**config.mk**
```make
export PLATFORM = sky130hd
export DESIGN_NAME = pipeline_ctrl
export DESIGN_NICKNAME = d
export VERILOG_FILES = /design/src/rtl/pipeline_ctrl.sv
export SDC_FILE = /design/constraint.sdc
export NUM_CORES = 1
export LEC_CHECK = 0
export ABC_AREA = 1
export BUFFER_PORTS_ARGS = -buffer_cell sky130_fd_sc_hd__buf_4
export CAP_MARGIN = 20
export CELL_PAD_IN_SITES_DETAIL_PLACEMENT = 2
export CELL_PAD_IN_SITES_GLOBAL_PLACEMENT = 2
export CORE_MARGIN = 2
export CORE_UTILIZATION = 17
export CTS_CLUSTER_SIZE = 30
export DETAILED_ROUTE_END_ITERATION = 8
export GPL_ROUTABILITY_DRIVEN = 0
export PLACE_DENSITY = 0.75
export SLEW_MARGIN = 30
export SYNTH_ARGS = -nofsm -noshare
export SYNTH_HDL_FRONTEND = slang
export SYNTH_SLANG_ARGS = --single-unit
export TNS_END_PERCENT = 100
```
**constraint.sdc**
```tcl
create_clock -name CLK -period 1.84 [get_ports CLK]
set_clock_uncertainty 0.15 [all_clocks]
set_input_delay 0.46 -clock CLK [delete_from_list [all_inputs] [get_ports CLK]]
set_output_delay 0.46 -clock CLK [all_outputs]
set_load 0.005 [all_outputs]
```
**src/rtl/pipeline_ctrl.sv**
```systemverilog
// Stall/flush sequencer for the five-stage pipeline: register enables, bubbles, PC update, halt drain.
// Optional feature macro: PIPELINE_CTRL_FORWARDING_EN (forwarding present, only load-use stalls).
module pipeline_ctrl (
    input  logic       CLK,
    input  logic       nRST,
    input  logic       ihit,
    input  logic       dhit,
    input  logic       mem_dreq,
    input  logic [4:0] id_rs,
    input  logic [4:0] id_rt,
    input  logic       id_uses_rt,
    input  logic       id_halt,
    input  logic       ex_RegWr,
    input  logic       ex_MemtoReg,
    input  logic [4:0] ex_WrDest,
    input  logic       mem_RegWr,
    input  logic [4:0] mem_WrDest,
    input  logic       mem_take,
    input  logic       wb_Halt,
    output logic       pc_en,
    output logic       ifid_en,
    output logic       idex_en,
    output logic       exmem_en,
    output logic       memwb_en,
    output logic       ifid_flush,
    output logic       idex_flush,
    output logic       exmem_flush,
    output logic       halt,
    output logic [1:0] dbg_state
);

    // Handshake note: there is no valid/ready pair here; ihit and dhit are
    // single-cycle completion strobes sampled combinationally each cycle.

    typedef enum logic [1:0] {
        RUN    = 2'd0,
        DRAIN  = 2'd1,
        HALTED = 2'd2
    } state_t;

    state_t state_q;
    state_t state_d;

    logic dstall;
    logic ex_match;
    logic data_hz;
    logic fetch_stop;
    logic halt_q;

    assign dstall   = mem_dreq & ~dhit;
    assign ex_match = (ex_WrDest != 5'd0) &&
                      ((ex_WrDest == id_rs) || (id_uses_rt && (ex_WrDest == id_rt)));

`ifdef PIPELINE_CTRL_FORWARDING_EN
    // Results are forwarded, so only a load feeding the next instruction stalls.
    logic unused_mem_fields;
    assign unused_mem_fields = ^{mem_RegWr, mem_WrDest};
    assign data_hz = ex_RegWr & ex_MemtoReg & ex_match;
`else
    // No forwarding: wait until the producer sits in MEM/WB, where the
    // write-before-read register file makes its result visible to ID.
    logic mem_match;
    assign mem_match = (mem_WrDest != 5'd0) &&
                       ((mem_WrDest == id_rs) || (id_uses_rt && (mem_WrDest == id_rt)));
    assign data_hz = (ex_RegWr & ex_match) | (mem_RegWr & mem_match);
`endif

    // A halt entering ID/EX stops fetch in the same cycle it is accepted.
    assign fetch_stop = ~ihit | (state_q == DRAIN) | id_halt;

    always_ff @(posedge CLK or negedge nRST) begin
        if (!nRST) begin
            state_q <= RUN;
            halt_q  <= 1'b0;
        end else begin
            state_q <= state_d;
            halt_q  <= (state_d == HALTED);
        end
    end

    always_comb begin
        state_d     = state_q;
        pc_en       = 1'b0;
        ifid_en     = 1'b0;
        idex_en     = 1'b0;
        exmem_en    = 1'b0;
        memwb_en    = 1'b0;
        ifid_flush  = 1'b0;
        idex_flush  = 1'b0;
        exmem_flush = 1'b0;

        if (!nRST) begin
            ifid_flush  = 1'b1;
            idex_flush  = 1'b1;
            exmem_flush = 1'b1;
        end else if (state_q != HALTED) begin
            // Flushed registers keep their enable high so the bubble is loaded.
            if (dstall) begin
                pc_en = 1'b0;
            end else if (mem_take) begin
                pc_en       = 1'b1;
                ifid_en     = 1'b1;
                idex_en     = 1'b1;
                exmem_en    = 1'b1;
                memwb_en    = 1'b1;
                ifid_flush  = 1'b1;
                idex_flush  = 1'b1;
                exmem_flush = 1'b1;
            end else if (data_hz) begin
                idex_en    = 1'b1;
                exmem_en   = 1'b1;
                memwb_en   = 1'b1;
                idex_flush = 1'b1;
            end else if (fetch_stop) begin
                ifid_en    = 1'b1;
                idex_en    = 1'b1;
                exmem_en   = 1'b1;
                memwb_en   = 1'b1;
                ifid_flush = 1'b1;
            end else begin
                pc_en    = 1'b1;
                ifid_en  = 1'b1;
                idex_en  = 1'b1;
                exmem_en = 1'b1;
                memwb_en = 1'b1;
            end

            case (state_q)
                RUN: begin
                    if (id_halt && !dstall && !mem_take && !data_hz)
                        state_d = DRAIN;
                end
                DRAIN: begin
                    // The halt retiring wins even over a frozen data access.
                    if (wb_Halt)
                        state_d = HALTED;
                    else if (mem_take && !dstall)
                        state_d = RUN;
                end
                default: state_d = state_q;
            endcase
        end
    end

    assign halt      = halt_q;
    assign dbg_state = state_q;

endmodule

```
**Yosys cells after proc, flatten, opt, wreduce, memory -nomap -nowiden**

Index checks and enable logic that the tools add are counted.

- Eq/ne operators: 7
- Multiplexer cells: 35
- Bitwise operators: 8
- Reductions and logical operators: 16

Operators with widths:

| cell | count |
|---|---|
| two-way mux 1 bit | 29 |
| == test 5 bit | 4 |
| two-way mux 2 bit | 5 |
| nonzero test 5 bit | 2 |
| logical AND 1 bit | 8 |
| one-hot mux 2 bit (2 select lines) | 1 |
| AND 1 bit | 3 |
| zero test 1 bit | 3 |
| bitwise OR 1 bit | 3 |
| == test 2 x 1 -> 1 bit, second input constant | 1 |
| == test 2 bit, second input constant | 1 |
| zero test 2 bit | 1 |
| logical OR 1 bit | 2 |
| != test 2 bit, second input constant | 1 |
| inverter 1 bit | 2 |

- Flip-flop bits (word level): 3
- Input bits: 32
- Logic and storage cells: 68

**Depth between registers and ports, before layout**

Gate-level depths: netlist of run 1.

- Depth in word-level cells: 13
- Gate-level depth with buffers: 11
- Gate-level depth less buffers: 11

**Least setup slack after synthesis of run 1**

Ideal clock, no wire load.

- Kind: input port to output port
- From: input ex_WrDest[3]
- To: output pc_en
- Arrival: 1.161 ns
- Data required time: 1.230 ns
- Setup slack: 0.069 ns
- Stages on the path: 9
- Cell sequence: inv_1 nand4_1 o21ai_0 inv_1 nand2_1 nand2_1 nand2_1 nand2_1 nor2_1

- Word-level cells in the longest chain between the ends: 11

RTL lines:

| element | RTL line | RTL |
|---|---|---|
| start, declared | 15 | `input logic [4:0] ex_WrDest,` |
| == test 5 bit | 52 | `((ex_WrDest == id_rs) \|\| (id_uses_rt && (ex_WrDest == id_rt)));` |
| logical AND 1 bit | 52 |  |
| logical OR 1 bit | 52 |  |
| logical AND 1 bit (*) | 51 | `assign ex_match = (ex_WrDest != 5'd0) &&` |
| AND 1 bit (*) | 65 | `assign data_hz = (ex_RegWr & ex_match) \| (mem_RegWr & mem_match);` |
| bitwise OR 1 bit (*) | 65 |  |
| two-way mux 1 bit (*) | 109 | `end else if (data_hz) begin` |
| two-way mux 1 bit (*) | 100 | `end else if (mem_take) begin` |
| two-way mux 1 bit (*) | 98 | `if (dstall) begin` |
| two-way mux 1 bit (*) | 96 | `end else if (state_q != HALTED) begin` |
| two-way mux 1 bit (*) | 92 | `if (!nRST) begin` |
| end, declared | 20 | `output logic pc_en,` |

Mark *: on every way between the ends. The rest lies on a longest branch, timed or not.

**Final worst setup path of run 1**

- From: input ex_WrDest[0]
- To: output pc_en

Same word-level chain as after synthesis.

==> metrics.yaml, run 1 <==
status: "finished with violations"
violations: "setup timing"
setup_repair_after_global_routing_missed_its_margin: "yes"
via_count: 1050
power.static_leakage_nw: 0.769
setup_viol: 4
route.detailed.wl_per_inst_um: 13.1
hp-class: "in -> reg"
yosys.area.top_type: "sky130_fd_sc_hd__nand2_1"
switching_share: 0.334
die_area_um2: 4440
synth.most_common_cell: "sky130_fd_sc_hd__nand2_1"
tritoncts_num_sinks: 3
dp_hpwl_um: 2530
pre_cts_slack_ps: -404
final_nets: 228
timing.final.crit_share: 1.13
floorplan.die.width_um: 66.6
cp_data_required_time_ps: 1230
clock_pin_slew_of_the_registers_on_the_worst_case_setup_and_hold_paths_ps: 40
initial_standard_cell_utilization_of_the_core: 0.179
ys.warnings.count: 0
drt-initial-drc-count: 22
synth.yosys.seq_area_share: 0.113
clock_tree.buffer_depth: 2
ctsHtreeMaxLevel: 1
min_period_ps: 2080
timing.critical_path.to_type: "output port"
ys_dominant_reg_cell: "sky130_fd_sc_hd__dfrtp_1"
drt_pre_antenna_iters: 4
top_level_ports: 43
ranking_of_synthesized_cells_by_instance_count: "sky130_fd_sc_hd__nand2_1 (62), sky130_fd_sc_hd__inv_1 (34), sky130_fd_sc_hd__nor2_1 (19), sky130_fd_sc_hd__nand3_1 (5), sky130_fd_sc_hd__o21ai_0 (5)"
totalPowerFinal_w: 0.000521
timing.setup.critical_path_class: "in -> out"
insertion_delay_ps: 220
finalNonFillerCells: 243
tritoncts: "built"
critPathArrivalTime_ps: 1470
detail-route-antenna-nets: 0
worst_path_cell_trace: "buf_6 > nand2_1 > nand2_2 > nor2_4 > nand3_1 > nand2_1 > nand2_2 > nand2_4 > nand2_4 > nand2_2 > nor2_2 > buf_4"
io_buffers: 41
syn_inst: 143
layout_cell_share_with_drive_strength_beyond_1: 0.579
report.final.hold_viol_count: 0
post_synth_num_cell_types: 17
routed_via_density: 4.32
grt_first_pass_wirelength_um: 5060
p_int_w: 0.000347
syn_to_final_growth_pct: 108
netlist_top_cells_area: "sky130_fd_sc_hd__nand2_1 (35%), sky130_fd_sc_hd__inv_1 (19%), sky130_fd_sc_hd__dfrtp_1 (11%)"
timing_worst_slew_pin_value_ps: 399
grtUsageTotal: 0.146
final-max-slew-violation-count: 0
drc: 0
grt_start_max_net_pins: 6
crit_path_max_incr_delay_ps: 130
final_design_utilization: 0.373
critical_path_s_most_frequent_cell: "sky130_fd_sc_hd__nand2_2"
cts_root_buffer: "sky130_fd_sc_hd__clkbuf_8"
postSynthAreaPerCell_um2: 4.66
number_of_global_route_vias_before_repair: 1186
finalSetupTns_ps: -872
clock_power_share: 0.378
cts_inserted_buffers: 3
critical_path.slowest_cell: "sky130_fd_sc_hd__buf_4"
fmaxAchievable_mhz: 481
core_region_area_um2: 3720
grt_overflow: 0
synth_enable_flop_cells: 0
net-switching-power_w: 0.000174
n_antenna_cell: 0
ys_async_sr_fraction: 1.00
setup_ws_ps: -240
place_inst: 235
power_density_nw_per_um2: 376
initial_antenna_violation_count: 0
synthesis.nets: 175
critPathLaunchType: "input port"
vdd_ir_drop_max_uv: 192
crit_path_max_fanout: 3
power.sequential.fraction: 0.127
placement_rows: 22
drt_wl_total_um: 3190
die_y_um: 66.6
cap_viol_max_count: 0
synth_top_cell_area_share: 0.349
share_comb_of_total_power: 0.495
yosys_register_bits: 3
synthesized_area_um2: 667
slew_headroom: 0.732
==> stage by stage <==
| stage | instance area [µm²] | hold WS (ps) |
|---|---|---|
| after floorplan | 667 | 14.4 |
| after global placement | 1060 | 211 |
| after detailed placement | 1060 | 219 |
| after CTS | 1220 | 433 |
| after global routing | 1390 | 469 |
| final | 1390 | 465 |
==> cells by family (layout without fill, tap and decap cells) <==
family	Yosys count	after routing	share of synthesized area
flip-flops	3	3	0.113
AO/OA/AOI/OAI	10	10	0.0901
XOR/XNOR	2	2	0.0263
AND/OR/NAND/NOR	92	92	0.557
buffers and inverters	36	88	0.214
==> cell type report <==
class | count | area, µm²
fillers | 464 | 2330
multi-input cells | 104 | 583
inverters | 34 | 153
repair buffers | 50 | 472
clock buffers | 4 | 45.0
well taps | 48 | 60.1
flip-flops and latches | 3 | 75.1
==> flip-flops by register name, summed over array words and instances (netlist names) <==
| signal | cells |
|---|---|
| dbg_state | 2 |
| halt | 1 |
==> critical path, delay by kind of cell <==
kind	cells	cell delay [ps]
buffers and inverters	2	240
AND/OR/NAND/NOR	10	760
==> power by group through the flow <==
stage                     sequential [W]  clock, W  combinational, W
final                          0.0000664  0.000197          0.000258
after global routing           0.0000664  0.000210          0.000286
after CTS                      0.0000664  0.000203          0.000219
after detailed placement       0.0000672         0          0.000190
after global placement         0.0000672         0          0.000180
after floorplan                0.0000672         0         0.0000800
==> cell usage in the layout (no fill, tap or decap), drive strengths merged <==
cell type     n
xnor2         2
dlygate4sd3   1
clkbuf        4
buf          49
dfrtp         3
nand2        63
a31oi         1
inv          34
a21boi        1
o31ai         1
nand4         3
o21ai         5
nor3b         1
nand3         6
a21oi         2
nor2         19
==> repair_timing <==
item	CTS	global route
pin swaps	19	39
hold endpoints to repair	3	0
hold buffers	1	0
resized for setup	44	58
endpoints found under the setup margin	7	7
buffers inserted	3	0
==> worst paths after layout <==
path                                        start                      to  slack, ps  cells past startpoint
min                                       wb_Halt  dbg_state[1]$_DFF_PN0_        470                      3
max reg2reg                dbg_state[0]$_DFF_PN0_          halt$_DFF_PN0_        310                      5
min reg2reg                dbg_state[1]$_DFF_PN0_  dbg_state[1]$_DFF_PN0_        600                      3
min in group asynchronous                    nRST  dbg_state[1]$_DFF_PN0_        580                      3
max                                  ex_WrDest[0]                   pc_en       -240                     12
max in group asynchronous                    nRST          halt$_DFF_PN0_        810                      3
==> layer usage <==
metal,vias up,track usage,part of all wire
met2,23,0.304,0.59
met5,-,0,0
li1,528,-,-
met3,0,0.0101,0.033
met1,499,0.162,0.37
met4,0,0.0153,0
No activity file was read; power rests on OpenSTA's default activity.
==> inputs of run 2 (changes only) <==
--- a/config.mk
+++ b/config.mk
@@ -16,6 +16,7 @@
 export DETAILED_ROUTE_END_ITERATION = 8
 export GPL_ROUTABILITY_DRIVEN = 0
 export PLACE_DENSITY = 0.75
+export SETUP_SLACK_MARGIN = 0.3
 export SLEW_MARGIN = 30
 export SYNTH_ARGS = -nofsm -noshare
 export SYNTH_HDL_FRONTEND = slang
==> run 2 against run 1 <==
The flow still finishes with violations (setup timing). Routed wire length increased by 20%. Via count increased by 6.8%. Power up 4.0%. Largest power group unchanged. Critical endpoint is now halt$_DFF_PN0_. Cell area increased by 8.3%.
==> metrics.yaml, run 2 (same netlist as run 1, synthesis figures left out) <==
net-switching-power_w: 0.000183  # +4.9%
tritoncts: "built"
place_inst: 234  # -0.43%
top_level_ports: 43  # unchanged
syn_to_final_growth_pct: 125
hp-class: "in -> reg"
routed_via_density: 4.43  # +2.5%
largest_register_ffs: 2  # unchanged
cp_data_required_time_ps: 1830  # +600 ps
setup_viol: 9  # +5
layout_commonest_cell: "sky130_fd_sc_hd__nand2_1"
final-max-slew-violation-count: 0  # unchanged
clock_pin_slew_of_the_registers_on_the_worst_case_setup_and_hold_paths_ps: 30  # about the same
share_comb_of_total_power: 0.524  # +0.029
critPathArrivalTime_ps: 2120  # +650 ps
hold-path-endpoint: "dbg_state[1]$_DFF_PN0_"
die_area_um2: 4440  # unchanged
switching_share: 0.337  # +0.00287
setup_ws_ps: -290  # -50.5 ps
timing.final.crit_share: 1.16  # +0.0275
power_density_nw_per_um2: 361  # -4.0%
drc: 0  # unchanged
r2r_end: "halt$_DFF_PN0_"
placement_rows: 22  # unchanged
core_region_area_um2: 3720  # unchanged
layout_cell_share_with_drive_strength_beyond_1: 0.566  # -0.0136
hold-path-cell-count: 3  # unchanged
drt-initial-drc-count: 23  # +4.5%
finalNonFillerCells: 253  # +4.1%
report.final.hold_viol_count: 0  # unchanged
drt_wl_total_um: 3840  # +20%
insertion_delay_ps: 220  # about the same
min_period_ps: 2130  # +50.5 ps
initial_standard_cell_utilization_of_the_core: 0.179  # unchanged
drt_pre_antenna_iters: 3  # -1
power.sequential.fraction: 0.123  # -0.004
worst-r2r-setup-slack_ps: 350  # +40 ps
finalSetupTns_ps: -1520  # -646 ps
dpl_cell_area_um2: 1090  # +2.8%
grt_overflow: 0  # unchanged
timing_worst_slew_pin_value_ps: 372  # -26.4 ps
status: "finished with violations"
crit_path_max_fanout: 3  # unchanged
clock_power_share: 0.353  # -0.025
cts_inserted_buffers: 3  # unchanged
r2r_start: "dbg_state[0]$_DFF_PN0_"
initial_antenna_violation_count: 0  # unchanged
p_int_w: 0.000359  # +3.5%
die_y_um: 66.6  # unchanged
postLayoutCellArea_um2: 1500  # +8.3%
slew_headroom: 0.750  # +0.0177
layout.cells.most_common_list: "sky130_fd_sc_hd__nand2_1 (47), sky130_fd_sc_hd__buf_4 (39), sky130_fd_sc_hd__inv_1 (13), sky130_fd_sc_hd__buf_6 (13), sky130_fd_sc_hd__nor2_1 (12)"
cap_viol_max_count: 0  # unchanged
final_nets: 238  # +4.4%
tritoncts_num_sinks: 3  # unchanged
final_design_utilization: 0.404  # +0.0310
grtUsageTotal: 0.163  # +0.0172
hold_path_startpoint: "wb_Halt"
clock_tree.buffer_depth: 2  # unchanged
dp_hpwl_um: 2500  # -1.2%
via_count: 1121  # +6.8%
critPathLaunchType: "input port"
timing.setup.critical_path_class: "in -> reg"
setup_repair_after_global_routing_missed_its_margin: "yes"
timing.critical_path.to_type: "register"
violations: "setup timing"
worst_r2r_path_depth: 5  # unchanged
number_of_global_route_vias_before_repair: 1214  # +2.4%
detail-route-antenna-nets: 0  # unchanged
route.detailed.wl_per_inst_um: 15.2  # +16%
grt_start_max_net_pins: 6  # unchanged
io_buffers: 41  # unchanged
cts_root_buffer: "sky130_fd_sc_hd__clkbuf_8"
fillerInstances: 449  # -3.2%
vdd_ir_drop_max_uv: 180  # -6.1%
ctsHtreeMaxLevel: 1  # unchanged
power.static_leakage_nw: 0.843  # +9.7%
n_antenna_cell: 0  # unchanged
fmaxAchievable_mhz: 469  # -2.4%
floorplan.die.width_um: 66.6  # unchanged
grt_first_pass_wirelength_um: 5420  # +7.1%
-- run 2: changes by cell type in the layout (fill, tap and decap cells not counted), sizes merged --
cell / change
buf: +10
-- run 2: area by class of cell --
cell class / instances / area, µm² / area share
inverters: 34 / 178 / 0.118
clock buffers: 4 / 45.0 / 0.0300
repair buffers: 60 / 554 / 0.369
multi-input cells: 104 / 591 / 0.393
well taps: 48 / 60.1 / 0.0400
flip-flops and latches: 3 / 75.1 / 0.0500
-- run 2: worst max-delay path by stage --
stage                              from        endpoint  slack, ps  cells after the start
after CTS                      id_rs[0]      ifid_flush       -200                     12
after floorplan                id_rt[2]           pc_en        110                     10
after global routing      mem_WrDest[0]           pc_en       -370                     11
after detailed placement   ex_WrDest[1]           pc_en       -300                     13
after global placement    mem_WrDest[0]           pc_en       -270                     13
final                      ex_WrDest[1]  halt$_DFF_PN0_       -290                     17
-- run 2: critical path: stages --
cell and delay [ps]:
sky130_fd_sc_hd__buf_8 90, sky130_fd_sc_hd__inv_8 40, sky130_fd_sc_hd__nand2_2 50, sky130_fd_sc_hd__nand2_1 70, sky130_fd_sc_hd__nor2_2 150, sky130_fd_sc_hd__nand3_2 80
sky130_fd_sc_hd__nand2_2 90, sky130_fd_sc_hd__nand2_4 70, sky130_fd_sc_hd__buf_6 110, sky130_fd_sc_hd__buf_4 120, sky130_fd_sc_hd__buf_4 120, sky130_fd_sc_hd__buf_4 120
sky130_fd_sc_hd__buf_4 130, sky130_fd_sc_hd__buf_4 130, sky130_fd_sc_hd__nand3_4 80, sky130_fd_sc_hd__nand2_2 50, sky130_fd_sc_hd__a21oi_2 160
-- run 2: metrics by stage --
step | total power, W | setup slack (ps) | hold WS (ps)
2_1_floorplan | 0.000154 | 107 | 14.4
4_1_cts | 0.000494 | -202 | 457
3_3_place_gp | 0.000260 | -268 | 213
6_report | 0.000542 | -290 | 459
3_5_place_dp | 0.000268 | -303 | 215
5_1_grt | 0.000581 | -370 | 473
-- run 2: repair_timing --
action	in CTS	in global routing
gates cloned	0	0
endpoints found under the hold margin	3	0
pin swaps	24	32
hold buffers	1	0
setup endpoints to repair	8	10
setup buffers	9	5
gates resized for setup	34	48
-- run 2: power groups by stage --
stage                     clock [W]  combinational (W)  sequential, W
after floorplan                   0          0.0000869      0.0000672
after global routing       0.000205           0.000310      0.0000664
after detailed placement          0           0.000201      0.0000672
after global placement            0           0.000193      0.0000672
after CTS                  0.000192           0.000236      0.0000665
final                      0.000191           0.000284      0.0000665
-- run 2: routing by layer --
| metal | vias up | GRT usage | share of wire |
|---|---|---|---|
| met1 | 537 | 0.165 | 0.36 |
| met5 | - | 0 | 0 |
| li1 | 547 | - | - |
| met2 | 33 | 0.344 | 0.59 |
| met4 | 0 | 0.0383 | 0.0089 |
| met3 | 4 | 0.0186 | 0.037 |
